[src/rtl/alu_muldiv_seq_if.sv]
// rtl/alu_muldiv_seq_if.sv - start/operand/result and external ALU signal bundle for alu_muldiv_seq
interface alu_muldiv_seq_if;
    logic        ctrl_MULT;
    logic        ctrl_DIV;
    logic [31:0] data_operandA;
    logic [31:0] data_operandB;
    logic [31:0] alu_result;
    logic        alu_overflow;
    logic [31:0] alu_opA;
    logic [31:0] alu_opB;
    logic [4:0]  alu_opcode;
    logic [31:0] data_result;
    logic        data_exception;
    logic        data_resultRDY;
    logic        busy;

    modport master (
        output ctrl_MULT, ctrl_DIV, data_operandA, data_operandB, alu_result, alu_overflow,
        input  alu_opA, alu_opB, alu_opcode, data_result, data_exception, data_resultRDY, busy
    );

    modport slave (
        input  ctrl_MULT, ctrl_DIV, data_operandA, data_operandB, alu_result, alu_overflow,
        output alu_opA, alu_opB, alu_opcode, data_result, data_exception, data_resultRDY, busy
    );
endinterface

[src/rtl/alu_muldiv_seq.sv]
// rtl/alu_muldiv_seq.sv - Booth multiply / restoring divide sequencer driving an external 32-bit ALU (option: MULDIV_EARLY_ZERO_EN)
module alu_muldiv_seq (
    input logic         clock,
    input logic         reset,
    alu_muldiv_seq_if.slave bus
);

`ifdef MULDIV_EARLY_ZERO_EN
    localparam logic early_zero_en = 1'b1;
`else
    localparam logic early_zero_en = 1'b0;
`endif

    localparam logic [4:0] op_add = 5'b00000;
    localparam logic [4:0] op_sub = 5'b00001;

    typedef enum logic [2:0] {
        IDLE, MUL_IT, DIV_NA, DIV_NB, DIV_IT, DIV_FIX, DONE
    } state_t;

    state_t      state, state_nxt;
    // p_reg: Booth high word / divide remainder; q_reg: Booth low word / quotient
    // (also parks |A| during the divide prologue); m_reg: multiplicand / |divisor|
    logic [31:0] p_reg, p_nxt;
    logic [31:0] q_reg, q_nxt;
    logic [31:0] m_reg, m_nxt;
    logic        qm1_reg, qm1_nxt;
    logic [5:0]  cnt, cnt_nxt;
    logic        is_mul, is_mul_nxt;
    logic        sign_diff, sign_diff_nxt;
    logic        div_zero, div_zero_nxt;
    logic [31:0] result_reg;
    logic        exception_reg;

    logic [31:0] alu_a, alu_b;
    logic [4:0]  alu_op;
    logic        shift_sign;
    logic        borrow;
    logic [31:0] r_sh;
    logic        done_exc;

    // Next-state, datapath updates and ALU drive; a start pulse overrides whatever is in flight
    always_comb begin
        state_nxt     = state;
        p_nxt         = p_reg;
        q_nxt         = q_reg;
        m_nxt         = m_reg;
        qm1_nxt       = qm1_reg;
        cnt_nxt       = cnt;
        is_mul_nxt    = is_mul;
        sign_diff_nxt = sign_diff;
        div_zero_nxt  = div_zero;
        alu_a         = 32'd0;
        alu_b         = 32'd0;
        alu_op        = op_add;
        shift_sign    = 1'b0;
        borrow        = 1'b0;
        r_sh          = {p_reg[30:0], q_reg[31]};

        case (state)
            MUL_IT: begin
                alu_a = p_reg;
                case ({q_reg[0], qm1_reg})
                    2'b01:   alu_b = m_reg;
                    2'b10: begin
                        alu_b  = m_reg;
                        alu_op = op_sub;
                    end
                    default: alu_b = 32'd0;
                endcase
                // true sign of the 33-bit sum, so P+M overflow still shifts correctly
                shift_sign = bus.alu_result[31] ^ bus.alu_overflow;
                p_nxt      = {shift_sign, bus.alu_result[31:1]};
                q_nxt      = {bus.alu_result[0], q_reg[31:1]};
                qm1_nxt    = q_reg[0];
                cnt_nxt    = cnt + 6'd1;
                if (cnt == 6'd31) state_nxt = DONE;
            end
            DIV_NA: begin
                alu_b  = q_reg;
                alu_op = op_sub;
                if (q_reg[31]) q_nxt = bus.alu_result;
                state_nxt = DIV_NB;
            end
            DIV_NB: begin
                alu_b  = m_reg;
                alu_op = op_sub;
                if (m_reg[31]) m_nxt = bus.alu_result;
                p_nxt     = 32'd0;
                cnt_nxt   = 6'd0;
                state_nxt = DIV_IT;
            end
            DIV_IT: begin
                alu_a  = r_sh;
                alu_b  = m_reg;
                alu_op = op_sub;
                // unsigned compare of R' against D using only the 32-bit difference
                borrow = (~r_sh[31] & m_reg[31]) |
                         (~(r_sh[31] ^ m_reg[31]) & bus.alu_result[31]);
                if (borrow) begin
                    p_nxt = r_sh;
                    q_nxt = {q_reg[30:0], 1'b0};
                end else begin
                    p_nxt = bus.alu_result;
                    q_nxt = {q_reg[30:0], 1'b1};
                end
                cnt_nxt = cnt + 6'd1;
                if (cnt == 6'd31) state_nxt = DIV_FIX;
            end
            DIV_FIX: begin
                alu_b  = q_reg;
                alu_op = op_sub;
                if (sign_diff) q_nxt = bus.alu_result;
                state_nxt = DONE;
            end
            DONE:    state_nxt = IDLE;
            default: state_nxt = IDLE;
        endcase

        if (bus.ctrl_MULT) begin
            p_nxt         = 32'd0;
            q_nxt         = bus.data_operandB;
            m_nxt         = bus.data_operandA;
            qm1_nxt       = 1'b0;
            cnt_nxt       = 6'd0;
            is_mul_nxt    = 1'b1;
            sign_diff_nxt = 1'b0;
            div_zero_nxt  = 1'b0;
            state_nxt     = MUL_IT;
            if (early_zero_en && (bus.data_operandA == 32'd0 || bus.data_operandB == 32'd0)) begin
                q_nxt     = 32'd0;
                state_nxt = DONE;
            end
        end else if (bus.ctrl_DIV) begin
            p_nxt         = 32'd0;
            q_nxt         = bus.data_operandA;
            m_nxt         = bus.data_operandB;
            qm1_nxt       = 1'b0;
            cnt_nxt       = 6'd0;
            is_mul_nxt    = 1'b0;
            sign_diff_nxt = bus.data_operandA[31] ^ bus.data_operandB[31];
            div_zero_nxt  = 1'b0;
            state_nxt     = DIV_NA;
            if (bus.data_operandB == 32'd0) begin
                q_nxt         = 32'd0;
                sign_diff_nxt = 1'b0;
                div_zero_nxt  = 1'b1;
                state_nxt     = DONE;
            end else if (early_zero_en && bus.data_operandA == 32'd0) begin
                q_nxt     = 32'd0;
                state_nxt = DONE;
            end
        end

        done_exc = is_mul_nxt ? (p_nxt != {32{q_nxt[31]}})
                              : (div_zero_nxt | (~sign_diff_nxt & q_nxt[31]));
    end

    // State and datapath registers; results latch on the edge that enters DONE
    always_ff @(posedge clock) begin
        if (reset) begin
            state         <= IDLE;
            p_reg         <= 32'd0;
            q_reg         <= 32'd0;
            m_reg         <= 32'd0;
            qm1_reg       <= 1'b0;
            cnt           <= 6'd0;
            is_mul        <= 1'b0;
            sign_diff     <= 1'b0;
            div_zero      <= 1'b0;
            result_reg    <= 32'd0;
            exception_reg <= 1'b0;
        end else begin
            state     <= state_nxt;
            p_reg     <= p_nxt;
            q_reg     <= q_nxt;
            m_reg     <= m_nxt;
            qm1_reg   <= qm1_nxt;
            cnt       <= cnt_nxt;
            is_mul    <= is_mul_nxt;
            sign_diff <= sign_diff_nxt;
            div_zero  <= div_zero_nxt;
            if (state_nxt == DONE) begin
                result_reg    <= q_nxt;
                exception_reg <= done_exc;
            end
        end
    end

    assign bus.alu_opA        = alu_a;
    assign bus.alu_opB        = alu_b;
    assign bus.alu_opcode     = alu_op;
    assign bus.data_result    = result_reg;
    assign bus.data_exception = exception_reg;
    assign bus.data_resultRDY = (state == DONE);
    assign bus.busy           = (state != IDLE);

endmodule

[src/flat_wrapper.sv]
// flat-port wrapper written by rule: the top's interface ports become plain ports
module alu_muldiv_seq_flat 
  (clock, reset, bus_ctrl_MULT, bus_ctrl_DIV, bus_data_operandA, bus_data_operandB, bus_alu_result, bus_alu_overflow, bus_alu_opA, bus_alu_opB, bus_alu_opcode, bus_data_result, bus_data_exception, bus_data_resultRDY, bus_busy);
  alu_muldiv_seq_if bus_i ();
  input logic clock;
  input logic reset;
  input wire logic [$bits(bus_i.ctrl_MULT)-1:0] bus_ctrl_MULT;
  input wire logic [$bits(bus_i.ctrl_DIV)-1:0] bus_ctrl_DIV;
  input wire logic [$bits(bus_i.data_operandA)-1:0] bus_data_operandA;
  input wire logic [$bits(bus_i.data_operandB)-1:0] bus_data_operandB;
  input wire logic [$bits(bus_i.alu_result)-1:0] bus_alu_result;
  input wire logic [$bits(bus_i.alu_overflow)-1:0] bus_alu_overflow;
  output wire logic [$bits(bus_i.alu_opA)-1:0] bus_alu_opA;
  output wire logic [$bits(bus_i.alu_opB)-1:0] bus_alu_opB;
  output wire logic [$bits(bus_i.alu_opcode)-1:0] bus_alu_opcode;
  output wire logic [$bits(bus_i.data_result)-1:0] bus_data_result;
  output wire logic [$bits(bus_i.data_exception)-1:0] bus_data_exception;
  output wire logic [$bits(bus_i.data_resultRDY)-1:0] bus_data_resultRDY;
  output wire logic [$bits(bus_i.busy)-1:0] bus_busy;
  assign bus_i.ctrl_MULT = bus_ctrl_MULT;
  assign bus_i.ctrl_DIV = bus_ctrl_DIV;
  assign bus_i.data_operandA = bus_data_operandA;
  assign bus_i.data_operandB = bus_data_operandB;
  assign bus_i.alu_result = bus_alu_result;
  assign bus_i.alu_overflow = bus_alu_overflow;
  assign bus_alu_opA = bus_i.alu_opA;
  assign bus_alu_opB = bus_i.alu_opB;
  assign bus_alu_opcode = bus_i.alu_opcode;
  assign bus_data_result = bus_i.data_result;
  assign bus_data_exception = bus_i.data_exception;
  assign bus_data_resultRDY = bus_i.data_resultRDY;
  assign bus_busy = bus_i.busy;
  alu_muldiv_seq u_core (.clock(clock), .reset(reset), .bus(bus_i));
endmodule
[config.mk]
export PLATFORM = sky130hd
export DESIGN_NAME = alu_muldiv_seq_flat
export DESIGN_NICKNAME = d
export VERILOG_FILES = /design/src/rtl/alu_muldiv_seq_if.sv /design/src/rtl/alu_muldiv_seq.sv /design/src/flat_wrapper.sv
export SDC_FILE = /design/constraint.sdc
export NUM_CORES = 1
export LEC_CHECK = 0
export ABC_AREA = 1
export ABC_CLOCK_PERIOD_IN_PS = 2550
export CAP_MARGIN = 40
export CORE_UTILIZATION = 36
export DETAILED_ROUTE_END_ITERATION = 10
export DONT_BUFFER_PORTS = 1
export GPL_TIMING_DRIVEN = 0
export MAX_ROUTING_LAYER = met4
export PLACE_DENSITY = 0.47
export SYNTH_ARGS = -nofsm -noshare
export SYNTH_HDL_FRONTEND = slang
export SYNTH_SLANG_ARGS = --single-unit
[constraint.sdc]
create_clock -name clock -period 2.55 [get_ports clock]
set_input_delay 0.51 -clock clock [delete_from_list [all_inputs] [get_ports clock]]
set_output_delay 0.51 -clock clock [all_outputs]
set_load 0.005 [all_outputs]
==> results.toml <==
[outcome]
status = "completed"

[logic_synthesis]
ys_warn_count = 0
synth-seq-area-share_pct = 30.6
synth_edf_count = 0
synth_top_area_share_pct = 30.6
synth-main-ff-cell = "dfxtp_1"
synthCells = 1503
ys_types = 37
yosys.cell_count.top_type = "nor2_1"
ys_ff_latch = 142
synth_area_sq_um = 9300
synth_area_leader_cell = "dfxtp_1"
synth_common_cells = "nor2_1, nand2_1, o21ai_0"
yosys-top-cells-area = "dfxtp_1, o21ai_0, nor2_1, nand2_1, nand3_1"
syn_avg_cell_area_sq_um = 6.19
synthArstFlopShare_pct = 0

[detailed_routing]
routed_wl_mm = 45.5
wl_per_cell_microns = 24.3
drt-pass1-iter-count = 6
vias_per_cell = 5.71
drc_errors = 0
ant_nets = 0
dr_total_vias = 10700
drt_iter0_drc = 1137

[flow_run]
drv_cap = 0

[timing]
worst_slack_ns = 0.0275
period_share_pct = 98.9
slew_viol_final = 0
setup_viol = 0
fin_skew_ns = 0.0242
layout_min_cycle_time_ns = 2.52
holdWs_ns = 0.253
maxSlewHeadroom_pct = 48.3
tightest_slew_ns = 0.776
fmax_mhz = 396
rsz0062_at_grt = "yes"
hold_viol_final = 0

[worst_setup_path]
endpoint_kind = "output pin"
startpoint_type = "register"
cp-startpoint = "u_core.state[0]$_SDFF_PP0_"
critPathRequiredTime_ns = 2.04
critical_path_class = "register to output pin"
cp_slowest_stage_delay_ns = 0.34
crit_top_cell = "nand3_1"
crit_path_max_fanout = 10
r2r-start = "u_core.p_reg[30]$_SDFF_PP0_"
crit_path_cell_trace = "buf_6, clkinv_1, nand3_1, nand2_1, inv_1, clkbuf_4, nand3_1"
rr_worst_depth = 16
cp.arrival_ns = 2.01
r2r_end = "u_core.bus.data_exception$_SDFFE_PP0N_"
rrSetupSlack_ns = 0.06
cpMaxStageDelayCell = "clkbuf_4"
endpoint = "bus_alu_opcode[0]"

[place]
globalplace.congestion = 0.982
dp_slack_ns = -0.528
placed_cell_area_sq_um = 9730
io_buffer_count = 0
dp_hpwl_mm = 35.2

[clock_network]
clkSlewWorstSetupHoldPaths_ns = 0.09
cts_root_buf = "clkbuf_16"
clockBufferDepth = 2
clk_latency_ns = 0.46
clock_sinks = 142
cts_buffers = 17
ctsHoldBuffers = 0
tritoncts = "yes"
htree_num_levels = 4

[pwr]
vdd_drop_max_mv = 0.452
p_leak_nw = 4.37
power_density_nw_per_um2 = 593

[global_route]
grt_overflow_total = 0
grt_pass1_wl_mm = 66.4
grt_pass1_vias = 10200
antenna_found_initial = 0
grt_max_degree = 17
track_usage_pct = 35.3

[cells_and_area]
n_antenna_cell = 0
drive_above_1_share_pct = 8.68
final_area_sq_um = 10500
finalNetCount = 1634
syn_to_final_growth_pct = 13.0

[die]
num_rows = 58
core_area_sq_um = 25300
dieArea_sq_um = 26500
die_h_microns = 163
ioPinCount = 205
start_util_pct = 36.8
fp.dieW_microns = 163

[worst_hold_path]
hp-class = "input pin to register"
stage by stage:
stage          total power [mW]  utilization [%]  setup TNS, ns  instances
6_report                   6.23             41.6              0       1873
5_1_grt                    6.44             41.6         -0.157       1873
4_1_cts                    6.22             41.4              0       1874
3_5_place_dp               3.60             38.5         -25.82       1837
3_3_place_gp               3.60             38.5         -27.78       1836
2_1_floorplan              3.20                -              0       1506
layout by cell type, fill, tap and decap left out, drive strengths merged, types with 6 or more instances in the layout:
cell / count
o21ai: 182
o211ai: 23
a211oi: 31
nand3: 163
nand2: 238
nor3: 6
clkbuf: 79
inv: 175
nor2: 240
and2: 21
o221ai: 30
buf: 61
a21oi: 59
o22ai: 63
dfxtp: 142
how the worst min path moves through the flow:
stage,startpoint,endpoint,slack [ns],cells past startpoint
after CTS,bus_data_operandB[28],u_core.q_reg[28]$_SDFF_PP0_,0.23,2
final,bus_data_operandB[28],u_core.q_reg[28]$_SDFF_PP0_,0.25,2
after detailed placement,u_core.qm1_reg$_SDFFE_PP0N_,u_core.qm1_reg$_SDFFE_PP0N_,0.46,2
after global placement,u_core.qm1_reg$_SDFFE_PP0N_,u_core.qm1_reg$_SDFFE_PP0N_,0.46,2
after floorplan,u_core.qm1_reg$_SDFFE_PP0N_,u_core.qm1_reg$_SDFFE_PP0N_,0.44,2
after global routing,bus_data_operandA[31],u_core.m_reg[31]$_SDFFE_PP0P_,0.27,2
report_power, final:
part	total, mW	switching (mW)	internal (mW)
Combinational	1.26	0.890	0.367
Clock	2.60	1.30	1.30
Sequential	2.37	0.0467	2.32
worst max-delay path: cells and delay by family, from the launching register on:
kind,cells,cell delay [ns]
DFF,1,0.32
buffers and inverters,4,0.83
and+or+nand+nor,3,0.41
cell type report:
| type | instances | area (sq um) |
|---|---|---|
| Clock buffer | 17 | 425 |
| Inverter | 166 | 626 |
| Timing Repair Buffer | 6 | 61.3 |
| Buffer | 117 | 642 |
| Tap cell | 330 | 413 |
| Sequential cell | 142 | 2850 |
| Fill cell | 2833 | 14700 |
| Clock inverter | 15 | 139 |
| Multi-Input combinational cell | 1080 | 5350 |
what timing repair did:
action	in CTS	in global routing
pin swaps	3	0
gates resized for setup	49	33
setup buffers	5	0
setup endpoints to repair	66	73
routing by layer:
metal	routed length [microns]	up-vias	global-route usage, %	part of all wire (%)
met5	0	-	-	0
met4	1170	0	12.1	2.6
met3	3770	82	6.95	8.3
met2	20800	528	54.7	46
met1	19800	4985	45.5	43
li1	-	5098	-	-
cells by family after synthesis:
logic type / share of synthesized area, %
compound gates: 25.4
xor+xnor: 0.0942
fa+ha+maj: 0.404
buf+inv: 12.8
flops: 30.6
other cells: 0.0403
simple gates: 30.7
No activity file was read; power rests on OpenSTA's default activity.
